### src/rtl/baud_pkg.sv
// Shared constants, divisor type and reset-divisor helper for the UART baud generator.
package baud_pkg;

    localparam int unsigned OVSAMP_DEFAULT    = 8;
    localparam int unsigned DIV_WIDTH_DEFAULT = 16;
    localparam int unsigned FRAC_WIDTH        = 4;

    typedef logic [DIV_WIDTH_DEFAULT-1:0] div_t;

    // Clock cycles per oversample tick, rounded down; a zero rate yields 0 (treated as 1).
    function automatic longint unsigned bddiv(
        input longint unsigned clk_rate,
        input longint unsigned baud_rate,
        input longint unsigned ovsamp = OVSAMP_DEFAULT
    );
        if ((baud_rate == 0) || (ovsamp == 0)) begin
            return 0;
        end
        return clk_rate / (baud_rate * ovsamp);
    endfunction

endpackage

### src/rtl/uart_baud_prescaler.sv
// Divisor register, pending load and down-counter producing one pulse per oversample period.
// With UART_BAUD_FRAC_EN defined, a 4-bit fractional accumulator stretches periods on carry.
module uart_baud_prescaler
    import baud_pkg::*;
#(
    parameter int unsigned          DIV_WIDTH = DIV_WIDTH_DEFAULT,
    parameter logic [DIV_WIDTH-1:0] RST_DIV   = '0
) (
    input  logic                 clk_i,
    input  logic                 rst_i,
    input  logic                 en_i,
    input  logic                 sync_i,
    input  logic                 div_load_i,
    input  logic [DIV_WIDTH-1:0] div_i,
`ifdef UART_BAUD_FRAC_EN
    input  logic [FRAC_WIDTH-1:0] frac_i,
`endif
    output logic [DIV_WIDTH-1:0] div_o,
    output logic                 tick_c
);

    localparam logic [DIV_WIDTH-1:0] RST_CNT =
        (RST_DIV == '0) ? '0 : RST_DIV - DIV_WIDTH'(1);

    logic [DIV_WIDTH-1:0] div_q;
    logic [DIV_WIDTH-1:0] pend_div_q;
    logic                 pend_vld_q;
    logic [DIV_WIDTH-1:0] cnt_q;
    logic [DIV_WIDTH-1:0] nxt_div;
    logic [DIV_WIDTH-1:0] nxt_base;
    logic                 reload;
    logic [DIV_WIDTH-1:0] stretch;

`ifdef UART_BAUD_FRAC_EN
    localparam int unsigned ACC_W = FRAC_WIDTH + 1;

    logic [FRAC_WIDTH-1:0] frac_q;
    logic [FRAC_WIDTH-1:0] pend_frac_q;
    logic [FRAC_WIDTH-1:0] acc_q;
    logic [FRAC_WIDTH-1:0] nxt_frac;
    logic [FRAC_WIDTH-1:0] acc_sum;
    logic                  acc_carry;
`endif

    // A same-cycle load wins over the pending value so sync can adopt div_i directly.
    always_comb begin
        tick_c   = en_i && !sync_i && (cnt_q == '0);
        reload   = tick_c || sync_i;
        nxt_div  = div_q;
        if (div_load_i) begin
            nxt_div = div_i;
        end else if (pend_vld_q) begin
            nxt_div = pend_div_q;
        end
        nxt_base = (nxt_div == '0) ? '0 : nxt_div - DIV_WIDTH'(1);
        stretch  = '0;
`ifdef UART_BAUD_FRAC_EN
        nxt_frac = frac_q;
        if (div_load_i) begin
            nxt_frac = frac_i;
        end else if (pend_vld_q) begin
            nxt_frac = pend_frac_q;
        end
        {acc_carry, acc_sum} = ACC_W'(acc_q) + ACC_W'(nxt_frac);
        stretch  = DIV_WIDTH'(acc_carry);
`endif
    end

    always_ff @(posedge clk_i) begin
        if (rst_i) begin
            div_q      <= RST_DIV;
            pend_div_q <= '0;
            pend_vld_q <= 1'b0;
            cnt_q      <= RST_CNT;
`ifdef UART_BAUD_FRAC_EN
            frac_q      <= '0;
            pend_frac_q <= '0;
            acc_q       <= '0;
`endif
        end else begin
            if (reload) begin
                div_q      <= nxt_div;
                pend_vld_q <= 1'b0;
`ifdef UART_BAUD_FRAC_EN
                frac_q     <= nxt_frac;
`endif
            end else if (div_load_i) begin
                pend_div_q <= div_i;
                pend_vld_q <= 1'b1;
`ifdef UART_BAUD_FRAC_EN
                pend_frac_q <= frac_i;
`endif
            end

            if (sync_i) begin
                cnt_q <= nxt_base;
`ifdef UART_BAUD_FRAC_EN
                acc_q <= '0;
`endif
            end else if (tick_c) begin
                cnt_q <= nxt_base + stretch;
`ifdef UART_BAUD_FRAC_EN
                acc_q <= acc_sum;
`endif
            end else if (en_i) begin
                cnt_q <= cnt_q - DIV_WIDTH'(1);
            end
        end
    end

    assign div_o = div_q;

endmodule

### src/rtl/uart_baud_gen.sv
// UART baud generator: oversample, bit-centre and bit-boundary ticks from a programmable divisor.
// Optional fractional divisor enabled by defining UART_BAUD_FRAC_EN (adds the frac_i port).
module uart_baud_gen
    import baud_pkg::*;
#(
    parameter int unsigned CLK_RATE  = 100000000,
    parameter int unsigned BAUD_RATE = 115200,
    parameter int unsigned OVSAMP    = OVSAMP_DEFAULT,
    parameter int unsigned DIV_WIDTH = DIV_WIDTH_DEFAULT
) (
    input  logic                 clk_i,
    input  logic                 rst_i,
    input  logic                 en_i,
    input  logic                 sync_i,
    input  logic                 div_load_i,
    input  logic [DIV_WIDTH-1:0] div_i,
`ifdef UART_BAUD_FRAC_EN
    input  logic [FRAC_WIDTH-1:0] frac_i,
`endif
    output logic [DIV_WIDTH-1:0] div_o,
    output logic                 ovs_tick_o,
    output logic                 mid_tick_o,
    output logic                 bit_tick_o
);

    localparam int unsigned          PH_W    = $clog2(OVSAMP);
    localparam logic [PH_W-1:0]      MID_PH  = PH_W'(OVSAMP / 2 - 1);
    localparam logic [PH_W-1:0]      LAST_PH = PH_W'(OVSAMP - 1);
    localparam logic [DIV_WIDTH-1:0] RST_DIV =
        DIV_WIDTH'(bddiv(CLK_RATE, BAUD_RATE, OVSAMP));

    logic            tick_c;
    logic [PH_W-1:0] phase_q;

    uart_baud_prescaler #(
        .DIV_WIDTH (DIV_WIDTH),
        .RST_DIV   (RST_DIV)
    ) u_prescaler (
        .clk_i      (clk_i),
        .rst_i      (rst_i),
        .en_i       (en_i),
        .sync_i     (sync_i),
        .div_load_i (div_load_i),
        .div_i      (div_i),
`ifdef UART_BAUD_FRAC_EN
        .frac_i     (frac_i),
`endif
        .div_o      (div_o),
        .tick_c     (tick_c)
    );

    // Ticks decode the phase before it advances, so the first tick after sync is phase 0.
    always_ff @(posedge clk_i) begin
        if (rst_i) begin
            phase_q    <= '0;
            ovs_tick_o <= 1'b0;
            mid_tick_o <= 1'b0;
            bit_tick_o <= 1'b0;
        end else begin
            ovs_tick_o <= tick_c;
            mid_tick_o <= tick_c && (phase_q == MID_PH);
            bit_tick_o <= tick_c && (phase_q == LAST_PH);
            if (sync_i) begin
                phase_q <= '0;
            end else if (tick_c) begin
                phase_q <= (phase_q == LAST_PH) ? '0 : phase_q + PH_W'(1);
            end
        end
    end

endmodule

### config.mk
export PLATFORM = sky130hd
export DESIGN_NAME = uart_baud_gen
export DESIGN_NICKNAME = d
export VERILOG_FILES = /design/src/rtl/baud_pkg.sv /design/src/rtl/uart_baud_prescaler.sv /design/src/rtl/uart_baud_gen.sv
export SDC_FILE = /design/constraint.sdc
export NUM_CORES = 1
export LEC_CHECK = 0
export CORE_MARGIN = 8
export CORE_UTILIZATION = 55
export DETAILED_ROUTE_END_ITERATION = 16
export GPL_TIMING_DRIVEN = 0
export PLACE_DENSITY = 0.81
export SKIP_LAST_GASP = 1
export SYNTH_ARGS = -nofsm -noshare
export SYNTH_HDL_FRONTEND = slang
export SYNTH_HIERARCHICAL = 1
export SYNTH_SLANG_ARGS = --single-unit
### constraint.sdc
create_clock -name clk_i -period 9.3 [get_ports clk_i]
set_input_delay 1.395 -clock clk_i [delete_from_list [all_inputs] [get_ports clk_i]]
set_output_delay 1.395 -clock clk_i [all_outputs]
set_load 0.03 [all_outputs]
### Word-level counts from Yosys, hierarchy flattened

Cells that the tools add are included.

* bits in read-only memories: 0
* flip-flop bits (word level): 55
* memories: 0
* memory bits (writable): 0
* input port bits: 21
* bits in latches: 0

* magnitude comparators: 0
* div/mod/pow operators: 0
* $add $sub $neg: 3
* multipliers: 0
* shifts and indexed selects: 0
* bitwise logic cells: 1
* muxes and demuxes: 7
* equal/unequal tests: 2
* reduce and logical (&&, ||, !) cells: 12

Operators with widths (number)
* two-way mux 16 bit: 6
* logical NOT 16 bit: 2
* subtractor 16 x 1 -> 16 bit (second input constant): 2
* logical AND 1 bit: 4
* OR reduction 2 bit: 2
* adder 3 x 1 -> 3 bit (second input constant): 1
* equality test 3 x 2 -> 1 bit (second input constant): 1
* equality test 3 bit (second input constant): 1
* two-way mux 3 bit: 1
* nonzero test 3 bit: 1
* AND reduction 2 bit: 1
* logical NOT 1 bit: 1
* logical OR 1 bit: 1
* NOT 1 bit: 1

### Longest topological paths before layout

Gate-level depths: netlist (run 1).

* depth in word-level cells: 6
* gate-level depth with buffers: 12
* depth with buffers taken out: 9

### Cells and area by module

Netlist (run 1), hierarchy kept.

Modules (own cells, without submodules)
* uart_baud_prescaler: instances 1, area an instance 2881.5 um2, cells each 334
* uart_baud_gen: instances 1, area an instance 241.5 um2, cells each 21

### Worst setup path after synthesis (run 1)

No wires, ideal clock.

* path type: input to register
* start: input div_load_i
* end: register u_prescaler.cnt_q[5]
* library setup time: 0.122 ns
* path buffers: 3
* setup slack: 4.966 ns
* stages on the path: 10
* arrival: 4.212 ns
* cells stage by stage: buf_2 -> buf_2 -> mux2i_1 -> ha_1 -> or4bb_1 -> o41ai_4 -> nand4_2 -> or4_1 -> buf_2 -> a311o_1

* word-level cells in the longest chain between the ends: 5
* elaborated cells on any way between the ends: 6

RTL lines
* start, declared: RTL line uart_baud_gen.sv:15 `input logic div_load_i,`
* two-way mux 16 bit *: RTL line uart_baud_prescaler.sv:50 `if (div_load_i) begin`
* subtractor 16 x 1 -> 16 bit / logical NOT 16 bit (equally long branches): RTL line uart_baud_prescaler.sv:55 `nxt_base = (nxt_div == '0) ? '0 : nxt_div - DIV_WIDTH'(1);`
* two-way mux 16 bit *: RTL line uart_baud_prescaler.sv:55
* two-way mux 16 bit: RTL line uart_baud_prescaler.sv:100 `end else if (tick_c) begin`
* two-way mux 16 bit *: RTL line uart_baud_prescaler.sv:95 `if (sync_i) begin`
* end signal, assigned: RTL line uart_baud_prescaler.sv:96 `cnt_q <= nxt_base;`
* end signal, assigned: RTL line uart_baud_prescaler.sv:101 `cnt_q <= nxt_base + stretch;`
* end signal, assigned: RTL line uart_baud_prescaler.sv:106 `cnt_q <= cnt_q - DIV_WIDTH'(1);`
* end, declared: RTL line uart_baud_prescaler.sv:28 `logic [DIV_WIDTH-1:0] cnt_q;`

Every way passes the cells marked *; elsewhere a longest branch is shown, timed or not.
A chain may end at the register's enable or synchronous reset.

### Worst setup path after layout (run 1)

* start: input div_load_i
* end: register u_prescaler.cnt_q[8]

Same word-level chain as after synthesis.

==> metrics.md, run 1 <==
| Metric | Value |
|---|---|
| Sequential area share after synthesis | 0.353 |
| Top FF cell, synth | dfxtp_1 |
| Final hold slack | 0.500 ns |
| Routed vias | 2842 |
| Cts hold-fix bufs | 0 |
| Clock buffer depth | 2 |
| Initial core utilization | 0.567 |
| Post-synth EDFFs | 0 |
| Worst Slack Setup Final | about 4.3 ns |
| First-pass GRT wire length | 13.8 mm |
| Final Power | approximately 560 µW |
| Min Tclk post-route | 4.97 ns |
| Total clock sinks | 55 |
| Top cells by area, synth | dfxtp_1 (35%), mux2i_1 (9.9%), nor2_1 (7.1%) |
| Final setup TNS | 0 ns |
| # H-tree levels | 2 |
| Cts repair resizes | 0 |
| Full die area | 8350 µm² |
| Fraction of layout cells with a size suffix above 1 | 0.107 |
| Most frequent cells in the layout | nor2_1 (59), dfxtp_1 (55), clkdlybuf4s50_1 (39) |
| DIE WIDTH | ~90 µm |
| Yosys top cell area share | 0.353 |
| Status | complete, no violations |
| TritonCTS clock tree | done |
| Latest clock arrival within the worst-skew pair | 0.31 ns |
| Most common cell after layout, fill and taps aside | nor2_1 |
| Synthesized area per cell | 8.80 µm² |
| Max-cap violations | 0 |
| Fin crit share | 0.535 |
| Critical path class | input pin to register |
| Diode count | 0 |
| Residual DRC count | 0 |
| DIE HEIGHT | 91.4 µm |
| DR iter-0 viols | 180 |
| GRT Residual Overflow | 0 |
| Critical Path Fanout Max | 10 |
| Arrival @ worst endpoint | 5.15 ns |
| Area leader, netlist | dfxtp_1 |
| Vias/cell | approximately 6.0 |
| Fin. max-slew vios | 0 |
| Hold/Removal Path Class | register to register |
| Pin count of the biggest net entering global routing | 17 |
| Synth Register Bits | 55 |
| Vias in the first global route | 2868 |
| Asr flop ratio synth | 0 |
| Worst Tran Pin Value | 1.23 ns |
| Final setup vio count | 0 |
| Final nets | approximately 430 |
| Leak | 1.45 nW |
| Core Box Area | 5510 µm² |
| CP Capture Type | register |
| Initial antenna violation count | 0 |
| Num rows | 27 |
| Drt wl/cell | 17.0 µm |
| Peak supply drop | about 0.12 mV |
| Antenna viol nets, final | 0 |
| Worst path required time | 9.48 ns |
| Routed WL | roughly 8 mm |
| Warnings, synthesis | 6 |
| P per Cell Area | 149 nW/µm² |
| Relative slew slack | 0.174 |
| TritonCTS buffer count | 5 |
| Post-Syn Instances | 355 |
| CTS Root Cell | clkbuf_8 |
| RSZ-0062 raised after global routing | false |
| Area Growth Syn to Fin | 19.6% |
| FMAX | ~200 MHz |
| I/O Buffers | 39 |
| Iteration count of the initial detailed-routing pass | 4 |
| Clk_skew | 0.00737 ns |
| # Post-CTS Setup Buffers | 0 |
| Yosys cell types | 57 |
| Setup crit start kind | input pin |
| DP Wirelength | 5.99 mm |
| GRT Util Overall | 0.197 |
| Hold Vio Cnt, Final | 0 |
| Mapped Area | 3120 µm² |
| # IOs | 40 |
| Synth Net Count | 382 |
| Reg clk slew, reported paths | 0.09 ns |
| Final Wtd Congestion | 0.904 |
| Post-placement worst setup slack | 4.06 ns |
layout make-up:
type / count / area, µm²
plain buffers: 20 / 108
flip-flops and latches: 55 / 1100
clock inverters: 2 / 60.1
inverters: 6 / 22.5
well taps: 72 / 90.1
repair buffers: 39 / 390
clock buffers: 6 / 72.6
multi-input cells: 274 / 1890
fillers: 469 / 1770
registers in the layout (all words and copies together), names as in the netlist:
name,count
u_prescaler/cnt_q,16
u_prescaler/div_o,16
u_prescaler/pend_div_q,16
phase_q,3
bit_tick_o,1
mid_tick_o,1
ovs_tick_o,1
u_prescaler/pend_vld_q,1
per-stage QoR:
stage | instance area (µm²) | cells | util
floorplan | 3120 | 355 | -
global placement | 3600 | 466 | 0.654
detailed placement | 3600 | 466 | 0.654
CTS | 3740 | 474 | 0.678
global route | 3740 | 474 | 0.678
finish | 3740 | 474 | 0.678
critical path, cell delays in order:
cell,delay [ns]
clkdlybuf4s50_1,0.46
buf_2,0.33
buf_2,0.37
mux2i_1,0.49
ha_1,0.29
or4bb_1,0.47
o41ai_4,0.12
nand4_2,0.21
or4_1,0.56
buf_2,0.19
nand3b_2,0.16
o22ai_1,0.09
synth_stat cells, drive strengths merged (6+ instances only):
library cell / number
a21oi: 26
a31oi: 6
buf: 9
clkbuf: 11
dfxtp: 55
ha: 6
inv: 6
mux2: 16
mux2i: 32
nand3: 9
nor2: 59
nor3: 9
nor4: 9
o21ai: 16
o22ai: 6
or4: 6
xor2: 6
final timing paths:
| check | slack [ns] | from | end | depth (start not counted) |
|---|---|---|---|---|
| worst max-delay path | 4.33 | div_load_i | u_prescaler/cnt_q[8] | 12 |
| worst max register to register | 5.69 | u_prescaler/pend_vld_q | u_prescaler/cnt_q[8] | 12 |
| worst min-delay path | 0.50 | u_prescaler/div_o[3] | u_prescaler/div_o[3] | 1 |
| worst min register to register | 0.50 | u_prescaler/div_o[3] | u_prescaler/div_o[3] | 1 |
kinds of logic (layout without fill, tap and decap cells):
family / after synthesis / count (layout) / share of synthesized area
xor+xnor: 11 / 11 / 0.0308
mux: 48 / 48 / 0.164
simple gates: 132 / 132 / 0.226
buf+inv: 26 / 73 / 0.0417
fa+ha+maj: 6 / 6 / 0.0240
compound gates: 77 / 77 / 0.161
flops: 55 / 55 / 0.353
report_power, final:
part | total, mW | switching [mW] | leakage (nW) | internal, mW
logic | 0.112 | 0.0639 | 0.934 | 0.0483
clock network | 0.183 | 0.0758 | 0.0654 | 0.108
registers | 0.260 | 0.0121 | 0.451 | 0.248
metal layers:
layer	vias to the layer above	routed length [µm]	global-route usage
li1	1390	-	-
met1	1351	3710	0.246
met2	91	3810	0.336
met3	10	415	0.0370
met4	0	114	0.0559
met5	-	0	0
No activity file was read; power rests on OpenSTA's default activity.
==> run 2, diff against run 1 <==
Clock period 9.3 ns to 4.9 ns, I/O delays scaled along.
==> results of run 2 <==
Same layout as run 1 (identical final DEF). Status: complete, no violations.
Among the figures that moved: setup slack after placement 4.06 ns -> 0.321 ns; setup slack after layout 4.33 ns -> 0.587 ns; register-to-register setup slack 5.69 ns -> 1.29 ns; total power 0.556 mW -> 1.06 mW; worst IR drop on VDD 0.117 mV -> 0.223 mV
==> run 3, diff against run 2 <==
==> constraint.sdc (replaced) <==
create_clock -name clk_i -period 4.9 [get_ports clk_i]
set_input_delay 0.735 -clock clk_i [delete_from_list [all_inputs] [get_ports clk_i]]
set_output_delay 0.735 -clock clk_i [all_outputs]
set_load 0.05 [all_outputs]
==> results of run 3 <==
Same layout as run 1 (identical final DEF). Status: complete, no violations.
Among the figures that moved: setup slack after placement 4.06 ns -> 0.321 ns; setup slack after layout 4.33 ns -> 0.587 ns; register-to-register setup slack 5.69 ns -> 1.29 ns; total power 0.556 mW -> 1.07 mW; worst IR drop on VDD 0.117 mV -> 0.223 mV
